<file path="src/rtl/mult_seq_radix4_pkg.sv">
// Shared definitions for the sequential radix-4 multiplier: default operand width and FSM states.
package mult_seq_radix4_pkg;

  localparam int unsigned DATA_W_DEFAULT = 16;

  // Encoding 2'd3 is never entered; the FSM treats it as IDLE.
  typedef enum logic [1:0] {
    ST_IDLE = 2'd0,
    ST_RUN  = 2'd1,
    ST_DONE = 2'd2
  } state_e;

endpackage

</file>
<file path="src/rtl/mult_pp_radix4.sv">
// Radix-4 partial-product select: returns 0, A, 2A or 3A for a 2-bit multiplier digit.
module mult_pp_radix4 #(
  parameter int unsigned DATA_W = 16
) (
  input  logic [DATA_W-1:0] a,
  input  logic [1:0]        sel,
  output logic [DATA_W+1:0] pp
);

  always_comb begin
    pp = '0;
    case (sel)
      2'd0: pp = '0;
      2'd1: pp = {2'b00, a};
      2'd2: pp = {1'b0, a, 1'b0};
      2'd3: pp = {1'b0, a, 1'b0} + {2'b00, a};
      default: pp = '0;
    endcase
  end

endmodule

</file>
<file path="src/rtl/mult_seq_radix4.sv">
// Iterative unsigned radix-4 multiplier, two multiplier bits per clock, start/busy/done handshake.
// Optional build macro MULT_SEQ_EARLY_EXIT_EN finishes as soon as the remaining multiplier is zero.
module mult_seq_radix4
  import mult_seq_radix4_pkg::*;
#(
  parameter int unsigned DATA_W = DATA_W_DEFAULT
) (
  input  logic                  Clock,
  input  logic                  Reset,
  input  logic                  iStart,
  input  logic [DATA_W-1:0]     iDato_A,
  input  logic [DATA_W-1:0]     iDato_B,
  output logic                  oBusy,
  output logic                  oDone,
  output logic [2*DATA_W-1:0]   oResult
);

  localparam int unsigned RESULT_W = 2 * DATA_W;
  localparam int unsigned STEPS    = DATA_W / 2;
  localparam int unsigned CNT_W    = (STEPS > 1) ? $clog2(STEPS) : 1;
  localparam logic [CNT_W-1:0] LAST_CNT = CNT_W'(STEPS - 1);

  state_e                state_q, state_d;
  logic [DATA_W-1:0]     a_q, a_d;
  logic [DATA_W-1:0]     rb_q, rb_d;
  logic [RESULT_W-1:0]   acc_q, acc_d;
  logic [RESULT_W-1:0]   result_q, result_d;
  logic [CNT_W-1:0]      cnt_q, cnt_d;
  logic                  done_q, done_d;

  logic [DATA_W+1:0]     pp;
  logic [RESULT_W-1:0]   term;
  logic [RESULT_W-1:0]   acc_next;
  logic [DATA_W-1:0]     rb_shift;
  logic                  last_step;

  mult_pp_radix4 #(
    .DATA_W (DATA_W)
  ) u_pp (
    .a   (a_q),
    .sel (rb_q[1:0]),
    .pp  (pp)
  );

  // Digit weight is 4^cnt, i.e. a left shift by 2*cnt.
  assign term     = {{(RESULT_W - DATA_W - 2){1'b0}}, pp} << {cnt_q, 1'b0};
  assign acc_next = acc_q + term;
  assign rb_shift = rb_q >> 2;

`ifdef MULT_SEQ_EARLY_EXIT_EN
  assign last_step = (cnt_q == LAST_CNT) || (rb_shift == '0);
`else
  assign last_step = (cnt_q == LAST_CNT);
`endif

  always_comb begin
    state_d  = state_q;
    a_d      = a_q;
    rb_d     = rb_q;
    acc_d    = acc_q;
    cnt_d    = cnt_q;
    result_d = result_q;
    done_d   = 1'b0;
    case (state_q)
      ST_IDLE: begin
        if (iStart) begin
          a_d     = iDato_A;
          rb_d    = iDato_B;
          acc_d   = '0;
          cnt_d   = '0;
          state_d = ST_RUN;
        end
      end
      ST_RUN: begin
        acc_d = acc_next;
        rb_d  = rb_shift;
        cnt_d = cnt_q + 1'b1;
        if (last_step) begin
          result_d = acc_next;
          done_d   = 1'b1;
          state_d  = ST_DONE;
        end
      end
      ST_DONE: state_d = ST_IDLE;
      default: state_d = ST_IDLE;
    endcase
  end

  always_ff @(posedge Clock or negedge Reset) begin
    if (!Reset) begin
      state_q  <= ST_IDLE;
      a_q      <= '0;
      rb_q     <= '0;
      acc_q    <= '0;
      cnt_q    <= '0;
      result_q <= '0;
      done_q   <= 1'b0;
    end else begin
      state_q  <= state_d;
      a_q      <= a_d;
      rb_q     <= rb_d;
      acc_q    <= acc_d;
      cnt_q    <= cnt_d;
      result_q <= result_d;
      done_q   <= done_d;
    end
  end

  assign oBusy   = (state_q == ST_RUN);
  assign oDone   = done_q;
  assign oResult = result_q;

endmodule

</file>
<file path="config.mk">
export PLATFORM = sky130hd
export DESIGN_NAME = mult_seq_radix4
export DESIGN_NICKNAME = d
export VERILOG_FILES = /design/src/rtl/mult_seq_radix4_pkg.sv /design/src/rtl/mult_pp_radix4.sv /design/src/rtl/mult_seq_radix4.sv
export SDC_FILE = /design/constraint.sdc
export NUM_CORES = 1
export LEC_CHECK = 0
export BUFFER_PORTS_ARGS = -buffer_cell sky130_fd_sc_hd__buf_2
export CAP_MARGIN = 20
export CORE_MARGIN = 3
export CORE_UTILIZATION = 30
export DETAILED_ROUTE_END_ITERATION = 7
export PLACE_DENSITY = 0.52
export SETUP_SLACK_MARGIN = 0.4
export SYNTH_ARGS = -nofsm -noshare
export SYNTH_HDL_FRONTEND = slang
export SYNTH_SLANG_ARGS = --single-unit
</file>
<file path="constraint.sdc">
create_clock -name Clock -period 5.19 [get_ports Clock]
set_input_delay 0.2595 -clock Clock [delete_from_list [all_inputs] [get_ports Clock]]
set_output_delay 0.2595 -clock Clock [all_outputs]
set_load 0.01 [all_outputs]
</file>
# After elaboration in Yosys (flattened, before gate mapping)
# Index checks and enable logic that the tools add are counted.
[classes]
n_mul = 0
n_addsub = 3
shifts = 1
reduce_logical = 7
n_lt_le_gt_ge = 0
bitwise = 0
mux = 12
div = 0
n_eq_ne = 7
[ops]
columns = ["cell", "n"]
rows = [
  ["$pmux 18 s4", 1],
  ["$pmux 32 s2", 1],
  ["$add 32x32->32", 1],
  ["$mux 32", 1],
  ["$pmux 16 s2", 1],
  ["$shl 18x4->32", 1],
  ["$add 17x16->18", 1],
  ["$mux 16", 1],
  ["$reduce_and 2->1", 4],
  ["$pmux 3 s2", 1],
  ["$eq 2x1->1 const B", 2],
  ["$eq 2x2->1 const B", 2],
  ["$logic_not 2->1", 2],
  ["$mux 2", 2],
  ["$pmux 2 s2", 1],
  ["$add 3x1->3 const B", 1],
  ["$eq 3x3->1 const B", 1],
  ["$mux 3", 1],
  ["$mux 1", 2],
  ["$ne 2x1->1 const B", 1],
  ["$ne 2x2->1 const B", 1],
  ["$reduce_bool 2->1", 1],
]
[totals]
mem_bits_ro = 0
output_inout_bits = 34
register_bits = 102
memories = 0
word_cells = 37
latchBits = 0
ramBits = 0

# Longest topological paths before layout
[depth]
depth_word = 5
ltp_mapped = 23
depth_no_buf = 22

# By module
# A second synthesis with hierarchy kept.
[hier_totals]
hier_cells = 820
area_unflattened_um2 = 7438.4
[modules_own_cells]
columns = ["mod", "area_each_um2", "n_inst", "cells_each", "seq_area_each_um2"]
rows = [
  ["mult_seq_radix4", 6437.4, 1, 678, 2552.4],
  ["mult_pp_radix4", 1001.0, 1, 142, 0.0],
]

# Worst setup path after synthesis
# OpenSTA, ideal clock, no wires.
[synth_timing]
path_kind = "register -> register"
startpoint = "register a_q[1]"
endpoint = "register result_q[30], in the netlist oResult[30]"
arrival_time_ns = 4.272
path_slack_ns = 0.785
setup_ns = 0.133
required_time_ns = 5.057
stages_incl_launch_ff = 22
path_buffers = 1
path_cell_list = "dfrtp_1 -> ha_1 -> inv_1 -> fa_1 -> nand2b_1 -> a21o_1 -> a31o_2 -> o21bai_1 -> a2111oi_2 -> a211oi_1 -> a21oi_1 -> a21oi_1 -> mux2i_1 -> ha_1 -> clkbuf_1 -> a21o_1 -> a311o_1 -> a21oi_2 -> o21ai_1 -> a311oi_2 -> xor2_1 -> o21ai_0"
[synth_via]
elab_chain_cells = 4
[synth_lines]
columns = ["item", "line", "text"]
rows = [
  ["start, declared", "mult_seq_radix4.sv:24", "logic [DATA_W-1:0] a_q, a_d;"],
  ["start signal, assigned", "mult_seq_radix4.sv:92", "a_q <= '0;"],
  ["start signal, assigned", "mult_seq_radix4.sv:100", "a_q <= a_d;"],
  ["$add 17x16->18", "mult_pp_radix4.sv:16", "2'd3: pp = {1'b0, a, 1'b0} + {2'b00, a};"],
  ["$pmux 18 s4 (*)", "mult_pp_radix4.sv:12", "case (sel)"],
  ["$shl 18x4->32 (*)", "mult_seq_radix4.sv:46", "assign term = {{(RESULT_W - DATA_W - 2){1'b0}}, pp} << {cnt_q, 1'b0};"],
  ["$add 32x32->32 (*)", "mult_seq_radix4.sv:47", "assign acc_next = acc_q + term;"],
  ["end signal, assigned", "mult_seq_radix4.sv:104", "result_q <= result_d;"],
  ["end, declared", "mult_seq_radix4.sv:27", "logic [RESULT_W-1:0] result_q, result_d;"],
]
# Every way passes the cells marked *; elsewhere a longest branch is shown, timed or not.
# A chain may end at the register's enable or synchronous reset.

# Worst setup path after layout
[layout_timing]
startpoint = "register a_q[1]"
endpoint = "register acc_q[30]"
[layout_via]
elab_chain_cells = 5
[layout_lines]
columns = ["item", "line", "text"]
rows = [
  ["$add 17x16->18", "mult_pp_radix4.sv:16", ""],
  ["$pmux 18 s4 (*)", "mult_pp_radix4.sv:12", ""],
  ["$shl 18x4->32 (*)", "mult_seq_radix4.sv:46", ""],
  ["$add 32x32->32 (*)", "mult_seq_radix4.sv:47", ""],
  ["$pmux 32 s2 (*)", "mult_seq_radix4.sv:64", "case (state_q)"],
  ["end signal, assigned", "mult_seq_radix4.sv:94", "acc_q <= '0;"],
  ["end signal, assigned", "mult_seq_radix4.sv:102", "acc_q <= acc_d;"],
  ["end, declared", "mult_seq_radix4.sv:26", "logic [RESULT_W-1:0] acc_q, acc_d;"],
]
# Marks and branches as above.

==> impl_metrics.csv <==
group,metric,value,unit
logic_synthesis,ys.flop_type,"dfrtp_1",
clock_network,path_clk_slew,0.07,ns
sta,report.final.slew_viol_count,0,
cells_and_area,syn2layout_area_growth,23.5,%
floorplanning,rows,55,
logic_synthesis,synth_cells,806,
setup_path,ff2ff_path_depth,21,
run_status,violations,"hold timing",
detailed_routing,route.detailed.drc,0,
detailed_routing,drt_pass1_iterations,5,
logic_synthesis,ys_seq_elements,102,
grt,grt_max_degree,68,
setup_path,worstPathMaxFanout,4,
placement,gp_congestion,0.873,
detailed_routing,via_count,6355,
setup_path,crit_path_end_kind,"flip-flop",
floorplanning,ios,69,
sta,worst_slew_pin_slew,0.970,ns
clock_network,numCtsBuffers,9,
clock_network,root_buffer,"clkbuf_16",
floorplanning,initial_utilization,31.1,%
floorplanning,dieArea,0.0258,mm^2
floorplanning,dieHeight,160,um
logic_synthesis,synth_seq_area_share,35.7,%
logic_synthesis,synth_edf_count,0,
sta,clock_skew,0.00913,ns
placement,dp.cells,1164,
setup_path,ff2ff_setup_slack,0.44,ns
logic_synthesis,async_reset_ff_share,100,%
detailed_routing,wire_per_inst,16.5,um
setup_path,arrival,4.96,ns
grt,grt_pass1_wl,32800,um
grt,grt.overflow.total,0,
detailed_routing,antenna_left,0,
detailed_routing,viasPerCell,5.23,
floorplanning,coreArea,0.0231,mm^2
setup_path,cp-start-kind,"flip-flop",
clock_network,cts_hold_buf,0,
detailed_routing,routed_wl,20100,um
grt,grt.total_usage,15.5,%
sta,rsz0062_at_grt,"true",
sta,fin_crit,4.75,ns
grt,grt_pass1_vias,6045,
worst_hold_path,hold_class,"primary input to asynchronous set/reset pin",
clock_network,cts_buffer_depth,2,
cells_and_area,num_antenna_cells,0,
cells_and_area,nNetsFinal,982,
placement,post-place-ws,-0.0277,ns
cells_and_area,fillers,2364,
clock_network,clk_latency,0.36,ns
sta,setup_viol,0,
setup_path,required,5.40,ns
floorplanning,die_w,160,um
sta,finalCritPeriodShare,91.6,%
sta,fin_ws,0.436,ns
cells_and_area,drive_above_1_share,28.7,%
setup_path,timing.rr.start,"a_q[1]",
clock_network,htree_levels,3,
clock_network,cts_tree,"built",
logic_synthesis,synth_area,0.00716,mm^2
detailed_routing,drtIter0Drc,298,
setup_path,crit_path_start,"a_q[1]",
logic_synthesis,avgSynthCellArea,8.88,um^2
logic_synthesis,synthesis.nets,892,
run_status,status,"complete, but fails checks",
sta,final-hold-violation-count,1,
logic_synthesis,yosysUniqueCellTypes,69,
setup_path,critical_path_class,"flip-flop to flip-flop",
setup_path,r2r_end,"acc_q[30]",
placement,io_buffers,68,
sta,whs,-0.00253,ns
clock_network,cts.sinks,102,
placement,hpwl,14300,um
cells_and_area,finalNonFillerCells,1214,
sta,slew_headroom,35.2,%
logic_synthesis,ys_warn_count,0,
sta,fmax,0.210,GHz
grt,antenna_found_initial,0,
run,maxCapViolations,0,
## kinds of logic (layout without fill, tap and decap cells)
logic type                 count (synthesis)  after routing  synth area share, %
AOI/OAI and AO/OA                        297            297                 26.8
DFF                                      102            102                 35.7
adders and majority gates                 51             51                 9.12
muxes                                     43             43                 6.54
xor gates and xnor gates                  37             37                 4.53
and+or+nand+nor                          213            213                 14.0
buffers and inverters                     63            158                 3.41
## routing by layer
metal | part of all wire (%) | track usage, % | up-vias
met5 | 0 | 0 | -
met4 | 1.4 | 3.63 | 0
met3 | 3.4 | 2.61 | 22
met2 | 46 | 24.8 | 125
met1 | 49 | 21.9 | 3074
li1 | - | - | 3134
## placed cells by master (no fill, tap or decap), drive strengths merged, types with 19 or more instances in the layout
master | Yosys | routed
a21oi | 77 | 77
nand2 | 83 | 83
a22oi | 20 | 20
nor2 | 50 | 50
a22o | 23 | 23
buf | 9 | 119
o21ai | 93 | 93
nor2b | 19 | 19
ha | 49 | 49
xor2 | 20 | 20
inv | 21 | 23
mux2 | 30 | 30
dfrtp | 102 | 102
## final cells by class
| cell class | instances | area [um^2] | share of cell area [%] |
|---|---|---|---|
| clock buffers | 10 | 229 | 2.59 |
| repair buffers | 119 | 741 | 8.38 |
| flip-flops and latches | 102 | 2560 | 28.9 |
| clock inverters | 6 | 46.3 | 0.524 |
| well taps | 313 | 392 | 4.43 |
| multi-input cells | 641 | 4790 | 54.2 |
| inverters | 23 | 86.3 | 0.977 |
## what timing repair did
| item | CTS | global route |
|---|---|---|
| endpoints found under the setup margin | 32 | 36 |
| endpoints found under the hold margin | 0 | 0 |
| buffers inserted | 28 | 6 |
| resized for setup | 40 | 66 |
| pin swaps | 29 | 30 |
## cells in the mapped netlist, drive strengths merged, types with 17 or more instances
cell type,instances,area [um^2]
ha,49,613
dfrtp,102,2550
mux2,30,338
clkbuf,31,116
nand2,83,312
a21oi,77,397
o21ai,93,465
nor2,50,188
xor2,20,175
a22oi,20,150
a22o,23,201
nor2b,19,119
inv,21,78.8
xnor2,17,149
## state kept, by name, indices dropped and copies added (netlist names)
register and flops:
state_q 2, oResult 32, oDone 1, a_q 16, acc_q 32, rb_q 16, cnt_q 3
## through the flow
stage / utilization (%) / instance area (um^2) / hold WS, ns / setup TNS (ns)
5_1_grt: 38.3 / 8840 / 0.0897 / 0
2_1_floorplan: - / 7160 / -0.0361 / 0
6_report: 38.3 / 8840 / -0.00253 / 0
4_1_cts: 37.0 / 8530 / 0.0634 / 0
3_5_place_dp: 34.2 / 7880 / 0.458 / -0.0277
3_3_place_gp: 34.1 / 7860 / 0.452 / -0.0432
## critical path, cell delays in order (launching register included)
cell,delay [ns]
dfrtp_2,0.42
ha_4,0.18
inv_2,0.04
fa_2,0.34
nand2b_4,0.16
a21o_4,0.22
a31oi_4,0.18
a311oi_2,0.13
a2111oi_2,0.32
buf_4,0.21
a211oi_4,0.06
a21oi_2,0.19
a21oi_2,0.09
mux2i_1,0.23
ha_2,0.33
a21o_1,0.20
a311o_1,0.40
a21oi_2,0.26
o21ai_2,0.10
a311oi_2,0.29
xor2_1,0.21
o21ai_1,0.07
## worst max-delay path by stage
stage	slack [ns]	end	cells past startpoint
3_5_place_dp	-0.03	acc_q[30]	22
4_1_cts	0.41	acc_q[30]	20
5_1_grt	0.17	acc_q[30]	21
2_1_floorplan	0.78	oResult[30]	21
3_3_place_gp	-0.03	acc_q[30]	22
6_report	0.44	acc_q[30]	21
Power is not shown: default switching activity piles up to over one toggle a cycle in this logic, so the estimate is an artifact.
